[src/rtl/dmem_ctrl.sv]
// RV32I load/store unit: aligns stores onto a word-wide memory port, extracts
// and extends load data, and reports misaligned, illegal or timed-out accesses.
module dmem_ctrl #(
    parameter int unsigned TIMEOUT_CYCLES = 16
) (
    input  logic        clk,
    input  logic        rst_n,
    input  logic        req_valid,
    output logic        req_ready,
    input  logic        req_we,
    input  logic [2:0]  req_funct3,
    input  logic [31:0] req_addr,
    input  logic [31:0] req_wdata,
    output logic        mem_req,
    output logic        mem_we,
    output logic [31:0] mem_addr,
    output logic [31:0] mem_wdata,
    output logic [3:0]  mem_be,
    input  logic        mem_ack,
    input  logic [31:0] mem_rdata,
    output logic        rsp_valid,
    output logic [31:0] rsp_data,
    output logic        rsp_err
);

    localparam int unsigned CW = $clog2(TIMEOUT_CYCLES + 1);
    localparam logic [CW-1:0] CNT_LAST = CW'(TIMEOUT_CYCLES - 1);

    typedef enum logic [1:0] {
        IDLE,
        WAIT,
        RESP
    } state_t;

    state_t        state;
    state_t        next_state;
    logic [CW-1:0] cnt;
    logic          we_q;
    logic [2:0]    funct3_q;
    logic [1:0]    off_q;
    logic [31:0]   rdata_q;
    logic          err_q;

    logic          accept;
    logic          misaligned;
    logic          illegal;
    logic          flagged;
    logic          timeout;
    logic [31:0]   shifted;
    logic [31:0]   load_data;

    always_comb begin
        misaligned = 1'b0;
        illegal    = 1'b0;
        case (req_funct3)
            3'b001, 3'b101: misaligned = req_addr[0];
            3'b010:         misaligned = (req_addr[1:0] != 2'b00);
            default:        misaligned = 1'b0;
        endcase
        if (req_we)
            illegal = !(req_funct3 inside {3'b000, 3'b001, 3'b010});
        else
            illegal = (req_funct3 inside {3'b011, 3'b110, 3'b111});
        flagged = misaligned || illegal;
    end

    assign req_ready = (state == IDLE);
    assign accept    = req_valid && req_ready;
    assign timeout   = (state == WAIT) && !mem_ack && (cnt == CNT_LAST);

    always_ff @(posedge clk or negedge rst_n) begin
        if (!rst_n) state <= IDLE;
        else        state <= next_state;
    end

    always_comb begin
        next_state = state;
        case (state)
            IDLE:    if (accept) next_state = flagged ? RESP : WAIT;
            WAIT:    if (mem_ack || timeout) next_state = RESP;
            RESP:    next_state = IDLE;
            default: next_state = IDLE;
        endcase
    end

    always_ff @(posedge clk or negedge rst_n) begin
        if (!rst_n) begin
            mem_req   <= 1'b0;
            mem_we    <= 1'b0;
            mem_addr  <= '0;
            mem_wdata <= '0;
            mem_be    <= '0;
            cnt       <= '0;
            we_q      <= 1'b0;
            funct3_q  <= '0;
            off_q     <= '0;
            rdata_q   <= '0;
            err_q     <= 1'b0;
        end else begin
            case (state)
                IDLE: if (accept) begin
                    we_q     <= req_we;
                    funct3_q <= req_funct3;
                    off_q    <= req_addr[1:0];
                    cnt      <= '0;
                    err_q    <= flagged;
                    if (!flagged) begin
                        mem_req  <= 1'b1;
                        mem_we   <= req_we;
                        mem_addr <= {req_addr[31:2], 2'b00};
                        case (req_funct3[1:0])
                            2'b00: begin
                                mem_be    <= 4'b0001 << req_addr[1:0];
                                mem_wdata <= {4{req_wdata[7:0]}};
                            end
                            2'b01: begin
                                mem_be    <= 4'b0011 << req_addr[1:0];
                                mem_wdata <= {2{req_wdata[15:0]}};
                            end
                            default: begin
                                mem_be    <= 4'b1111;
                                mem_wdata <= req_wdata;
                            end
                        endcase
                    end
                end
                WAIT: begin
                    if (mem_ack) begin
                        mem_req <= 1'b0;
                        mem_we  <= 1'b0;
                        rdata_q <= mem_rdata;
                    end else if (timeout) begin
                        mem_req <= 1'b0;
                        mem_we  <= 1'b0;
                        err_q   <= 1'b1;
                    end else begin
                        cnt <= cnt + 1'b1;
                    end
                end
                default: ;
            endcase
        end
    end

    // Response is driven from RESP state so it lasts exactly one cycle and is
    // zero whenever the block is idle or in reset.
    always_comb begin
        shifted = rdata_q >> {off_q, 3'b000};
        case (funct3_q)
            3'b000:  load_data = {{24{shifted[7]}}, shifted[7:0]};
            3'b001:  load_data = {{16{shifted[15]}}, shifted[15:0]};
            3'b100:  load_data = {24'h0, shifted[7:0]};
            3'b101:  load_data = {16'h0, shifted[15:0]};
            default: load_data = shifted;
        endcase
        rsp_valid = (state == RESP);
        rsp_err   = rsp_valid && err_q;
        rsp_data  = (rsp_valid && !err_q && !we_q) ? load_data : '0;
    end

endmodule

[config.mk]
export PLATFORM = sky130hd
export DESIGN_NAME = dmem_ctrl
export DESIGN_NICKNAME = d
export VERILOG_FILES = /design/src/rtl/dmem_ctrl.sv
export SDC_FILE = /design/constraint.sdc
export NUM_CORES = 1
export LEC_CHECK = 0
export BUFFER_PORTS_ARGS = -buffer_cell sky130_fd_sc_hd__buf_2
export CORE_UTILIZATION = 40
export DETAILED_ROUTE_END_ITERATION = 7
export HOLD_SLACK_MARGIN = 0.15
export PLACE_DENSITY = 0.74
export REMOVE_ABC_BUFFERS = 1
export SLEW_MARGIN = 40
export SYNTH_ARGS = -nofsm -noshare
export SYNTH_HDL_FRONTEND = slang
export SYNTH_SLANG_ARGS = --single-unit
[constraint.sdc]
create_clock -name clk -period 6.3 [get_ports clk]
set_input_delay 1.26 -clock clk [delete_from_list [all_inputs] [get_ports clk]]
set_output_delay 1.26 -clock clk [all_outputs]
set_load 0.02 [all_outputs]
==> reports/qor.yml, run 1 <==
clocking:
  hold_buffers: 0
  cts-resized-gates: 0
  cts-root-buf: "clkbuf_16"
  h-tree-depth: 4
  cts_buffers: 17
  cts_setup_buffers: 0
  clk_pin_slew_ns: 0.05
  cts_tree: "yes"
  clkLatencyLatePin_ns: 0.41
  cts_max_path_buffers: 2
  cts.sinks: 114
pwr:
  power.share.clock: 0.290
  p_int_uw: 2100
  vdd_ir_drop_max_v: 0.000253
  switching_power_uw: 1120
  swShare: 0.348
  p_total_uw: 3220
  pwr-share-seq: 0.382
  power-per-cell-area_nw_per_um2: 446
  leakage_uw: 0.00365
  p_comb_frac: 0.328
floorplanning:
  dieWidth_um: 119
  pin_count: 209
  rows: 42
  die_h_um: 119
  coreArea_um2: 13300
  die-area_um2: 14100
  initial_core_util: 0.411
layout:
  fillers: 1158
  area_delta_synth_final_pct: 32.3
  drive_above_1_share: 0.453
  multiInputGateArea_um2: 2430
  register_area_um2: 2850
  finalNetCount: 800
  diodes: 0
flow_run:
  cap_viol_max_count: 0
worst_hold_path:
  hold_class: "register to register"
  hold_path_depth: 2
  whs_endpoint: "mem_be[2]$_DFFE_PN0P_"
  hold_start: "mem_be[2]$_DFFE_PN0P_"
routing:
  postRouteAntennaNets: 0
  drt-initial-drc-count: 298
  drc: 0
  post_drt_wl_per_cell_um: 15.4
  drtPass1Iterations: 4
  via_count: 4522
  vias_per_cell: 5.13
  routed_wl_um: 13600
setup_path:
  reg2reg_to: "cnt[3]$_DFFE_PN0P_"
  start_kind: "register"
  worst_path_most_repeated_cell: "buf_2"
  crit_type: "register to primary output"
  reg2regPathDepth: 7
  crit_path_end_kind: "primary output"
  worstPathArrival_ns: 2.94
  r2r_slack_ns: 4.13
  critical-path-top-delay-family: "simple AND/OR/NAND/NOR gates"
  crit_fanout: 19
  r2r-start: "cnt[0]$_DFFE_PN0P_"
  cp_slowest_stage_delay_ns: 0.93
  crit_path_cell_trace: "or4b_1 -> nor3_1 -> o211ai_1 -> buf_2 -> o21ai_1 -> buf_2"
  worst-path-buf-inv: 2
  crit_slowest_cell: "or4b_1"
  required_ns: 5.04
synth:
  synth_cell_types: 42
  ys_seq_elements: 114
  yosys.area.top_type: "dfrtp_1"
  syn-cell-area_um2: 5460
  synth-main-ff-cell: "dfrtp_1"
  synth_top_area_share: 0.522
  netlist_top_cells_area: "dfrtp_1 52%, mux2_2 15%, mux2i_1 7.5%"
  avgSynthCellArea_um2: 11.0
  yosysWarnings: 0
  async_flop_share: 1.00
  synth.most_common_cell: "dfrtp_1"
  synth_edf_count: 0
  ys_seq_area_frac: 0.522
  synth_common_cells: "114 x dfrtp_1, 71 x mux2_2, 63 x nand2_1"
  syn_inst: 496
grt:
  grt_use_met1: 0.242
  grt_max_degree: 63
  track_usage: 0.202
  overflow: 0
  grt_pass1_wl_um: 22300
  gr-max-usage-layer: "met2"
  use_met2: 0.340
  grt_pass1_vias: 4536
  antenna_found_initial: 0
  use_met3: 0.0556
sta:
  worstMarginPinSlew_ns: 0.726
  fin_crit_ns: 4.20
  maxSlewHeadroom: 0.516
  finalHoldViolations: 0
  period_share: 0.666
  rsz0062_at_grt: "false"
  fmax_ghz: 0.238
  fin_tns_setup_ns: 0
  setup_viol: 0
  clock_skew_ns: 0.00504
  slew_violations: 0
placement:
  hpwl_um: 9560
  port_buffers: 206
  gp_congestion: 0.875
outcome:
  status: "finished clean"
cells in the final DEF (no fill, tap or decap), types with 3 or more instances in the layout:
cell | Yosys | final
a211oi_1 | 15 | 15
a21oi_1 | 22 | 22
and2_1 | 7 | 7
buf_2 | 10 | 206
buf_4 | 4 | 4
clkbuf_1 | 17 | 5
clkbuf_16 | 0 | 17
clkbuf_8 | 0 | 4
clkinv_2 | 0 | 3
dfrtp_1 | 114 | 113
inv_1 | 6 | 6
mux2_2 | 71 | 71
mux2i_1 | 41 | 41
nand2_1 | 63 | 63
nand2b_1 | 3 | 3
nand3_1 | 5 | 5
nor2_1 | 20 | 19
nor2b_1 | 12 | 12
nor3_1 | 3 | 3
o21ai_0 | 42 | 42
o21ai_1 | 7 | 6
or3_1 | 3 | 3
metal layers:
layer,wire [um],vias to the layer above,share of wire
met5,0,-,0
met4,269,0,0.020
met3,950,22,0.070
met2,6620,205,0.49
met1,5720,2161,0.42
li1,-,2134,-
worst max-delay path by stage:
stage,start,to,slack [ns],depth (start not counted)
2_1_floorplan,req_addr[0],mem_be[1]$_DFFE_PN0P_,0.95,3
3_3_place_gp,state[0]$_DFFE_PN0P_,rsp_data[19],2.59,5
3_5_place_dp,state[0]$_DFFE_PN0P_,rsp_data[17],2.58,6
4_1_cts,state[0]$_DFFE_PN0P_,rsp_data[17],2.12,6
5_1_grt,state[0]$_DFFE_PN0P_,rsp_data[17],1.88,6
6_report,state[0]$_DFFE_PN0P_,rsp_data[17],2.10,6
power by group through the flow:
stage	logic, uW	clock network (uW)	registers (uW)
6_report	1060	933	1230
3_3_place_gp	1040	0	1210
3_5_place_dp	1060	0	1240
5_1_grt	1150	986	1270
4_1_cts	1070	955	1230
2_1_floorplan	481	0	1420
logic make-up (layout without fill, tap and decap cells):
logic type,Yosys count,in the layout,share of synthesized area
mux,112,112,0.222
other cells,1,2,0.000687
compound gates,97,97,0.102
flops,114,114,0.522
xor+xnor,1,1,0.00160
fa+ha+maj,2,2,0.00458
simple gates,127,127,0.112
buf+inv,42,251,0.0353
worst reg2reg max path, delay by kind of cell, from the launching register on:
kind | cells | cell delay [ns]
adders and majority gates | 2 | 0.41
DFF | 1 | 0.40
AOI/OAI and AO/OA | 1 | 0.14
and+or+nand+nor | 4 | 1.15
registers in the layout (all words and copies together), names as in the netlist:
name and cells:
mem_addr 30, cnt 5, mem_req 1, we_q 1
funct3_q 3, mem_be 4, off_q 2, rdata_q 32
mem_we 1, mem_wdata 32, state 2, err_q 1
per-stage QoR:
step / utilization / std cells / hold WS (ns) / instance area [um^2] / worst slack [ns]
after global routing: 0.543 / 882 / 0.495 / 7230 / 1.88
after floorplan: - / 461 / 0.443 / 5290 / 0.947
after detailed placement: 0.500 / 851 / 0.466 / 6650 / 2.58
after CTS: 0.543 / 882 / 0.477 / 7220 / 2.12
after global placement: 0.497 / 848 / 0.458 / 6610 / 2.59
final: 0.543 / 882 / 0.468 / 7230 / 2.10
final cells by class:
class / count / share of cell area
repair buffers: 214 / 0.155
well taps: 176 / 0.0305
inverters: 6 / 0.00312
clock inverters: 5 / 0.0104
multi-input cells: 341 / 0.337
clock buffers: 26 / 0.0691
flip-flops and latches: 114 / 0.395
No activity file was read; power rests on OpenSTA's default activity.
==> inputs of run 2 (changes only) <==
Settings changed: PLACE_DENSITY 0.74 to 0.77.
Clock period 6.3 ns to 3.8 ns, I/O delays scaled along.
==> run 2 against run 1 <==
Compared with the run above: global-route usage is essentially flat; count of clock-buffer cells in the layout shrank 8; sequential cell count is the same; critical path depth shrank 2; die area is the same; final cell count grew 0.23%; register-to-register slack lost 2.5 ns; first-iteration DRC count shrank 32%; hold slack lost 0.099 ns; routed wire length shrank 1.4%; utilization grew 0.20 points; critical path type unchanged; largest power group unchanged.
==> reports/qor.yml, run 2 (same netlist as run 1, synthesis figures left out) <==
placement:
  gp_congestion: 0.855
  hpwl_um: 9610
  placed_cells: 852
  port_buffers: 206
setup_path:
  crit_path_end_kind: "primary output"
  start_kind: "register"
  required_ns: 3.04
  worstPathArrival_ns: 2.69
  crit_type: "register to primary output"
  crit_fanout: 14
  reg2regPathDepth: 4
layout:
  finalNetCount: 801
  drive_above_1_share: 0.460
  layout_commonest_cell: "buf_2"
  fin_cells: 884
  final_cell_mix: "205 x buf_2, 114 x dfrtp_1, 71 x mux2_2, 63 x nand2_1, 42 x o21ai_0"
  reg_top3: "mem_wdata: 32 flops, rdata_q: 32 flops, mem_addr: 30 flops"
  diodes: 0
  area_delta_synth_final_pct: 32.8
routing:
  drtPass1Iterations: 4
  route.met2.wl_um: 6400
  routed_wl_um: 13400
  wl_met1_um: 5780
  vias_per_cell: 5.01
  top_layer: "met4"
  drt-initial-drc-count: 203
  drc: 0
  via_count: 4426
  post_drt_wl_per_cell_um: 15.1
  postRouteAntennaNets: 0
  dr_wl_met3_um: 1060
grt:
  grt_pass1_wl_um: 22100
  grt_max_degree: 82
  antenna_found_initial: 0
  grt_pass1_vias: 4413
  track_usage: 0.201
  overflow: 0
sta:
  maxSlewHeadroom: 0.515
  fin_crit_ns: 3.45
  finalHoldViolations: 0
  worstMarginPinSlew_ns: 0.720
  fmax_ghz: 0.290
  clock_skew_ns: 0.0120
  rsz0062_at_grt: "false"
  period_share: 0.908
  setup_viol: 0
  slew_violations: 0
clocking:
  clk_pin_slew_ns: 0.05
  h-tree-depth: 4
  cts_setup_buffers: 0
  cts-root-buf: "clkbuf_16"
  cts_tree: "yes"
  hold_buffers: 0
  cts_max_path_buffers: 2
  cts.sinks: 114
  clkLatencyLatePin_ns: 0.42
  cts_buffers: 17
  cts-resized-gates: 0
outcome:
  status: "finished clean"
pwr:
  p_total_uw: 5370
  leakage_uw: 0.00364
  power-per-cell-area_nw_per_um2: 741
  vdd_ir_drop_max_v: 0.000466
floorplanning:
  coreArea_um2: 13300
  initial_core_util: 0.411
  die-area_um2: 14100
  dieWidth_um: 119
  rows: 42
  die_h_um: 119
  pin_count: 209
flow_run:
  cap_viol_max_count: 0
worst_hold_path:
  hold_class: "primary input to asynchronous set/reset pin"
-- run 2: cell types whose count changed in the layout (fill, tap and decap cells not counted), sizes merged --
cell / change
clkbuf: -8
clkinvlp: +5
clkinv: +3
buf: +1
inv: +1
-- run 2: worst max-delay path, cell delays in order (launching register included) --
cell and delay [ns]:
dfrtp_1 0.52, or4b_1 0.72, or3b_1 0.62, o21ai_1 0.23, buf_2 0.19
-- run 2: cell type report --
| cell class | instances | area, um^2 |
|---|---|---|
| fillers | 1167 | 6040 |
| flip-flops and latches | 114 | 2850 |
| multi-input cells | 341 | 2430 |
| repair buffers | 215 | 1130 |
| clock buffers | 18 | 439 |
| well taps | 176 | 220 |
| clock inverters | 14 | 159 |
| inverters | 6 | 22.5 |
-- run 2: through the flow --
step	instance area (um^2)	util	hold slack [ns]	setup slack [ns]	TNS (ns)
floorplan	5290	-	0.443	-1.05	-72.63
global route	7250	0.545	0.410	0.172	0
detailed placement	6650	0.500	0.466	0.751	0
finish	7250	0.545	0.369	0.349	0
global placement	6650	0.500	0.457	0.801	0
CTS	7250	0.545	0.373	0.297	0
-- run 2: layer usage --
| layer | up-vias | global-route usage |
|---|---|---|
| met3 | 8 | 0.0690 |
| met2 | 188 | 0.325 |
| met5 | - | 0 |
| li1 | 2134 | - |
| met1 | 2096 | 0.249 |
| met4 | 0 | 0.0767 |
-- run 2: worst paths after layout --
| path | from | to | slack (ns) |
|---|---|---|---|
| max | state[0]$_DFFE_PN0P_ | rsp_data[21] | 0.35 |
| min | rst_n | rdata_q[14]$_DFFE_PN0P_ | 0.37 |
| max reg2reg | state[0]$_DFFE_PN0P_ | mem_addr[30]$_DFFE_PN0P_ | 1.63 |
| min reg2reg | mem_wdata[10]$_DFFE_PN0P_ | mem_wdata[10]$_DFFE_PN0P_ | 0.47 |
| max in group asynchronous | rst_n | mem_wdata[6]$_DFFE_PN0P_ | 2.67 |
| min in group clk | mem_wdata[10]$_DFFE_PN0P_ | mem_wdata[10]$_DFFE_PN0P_ | 0.47 |
-- run 2: where the power goes --
part / leakage (uW) / switching, uW / internal, uW / total [uW]
logic: 0.00198 / 1010 / 759 / 1770
registers: 0.00139 / 330 / 1700 / 2030
clock network: 0.000275 / 583 / 987 / 1570
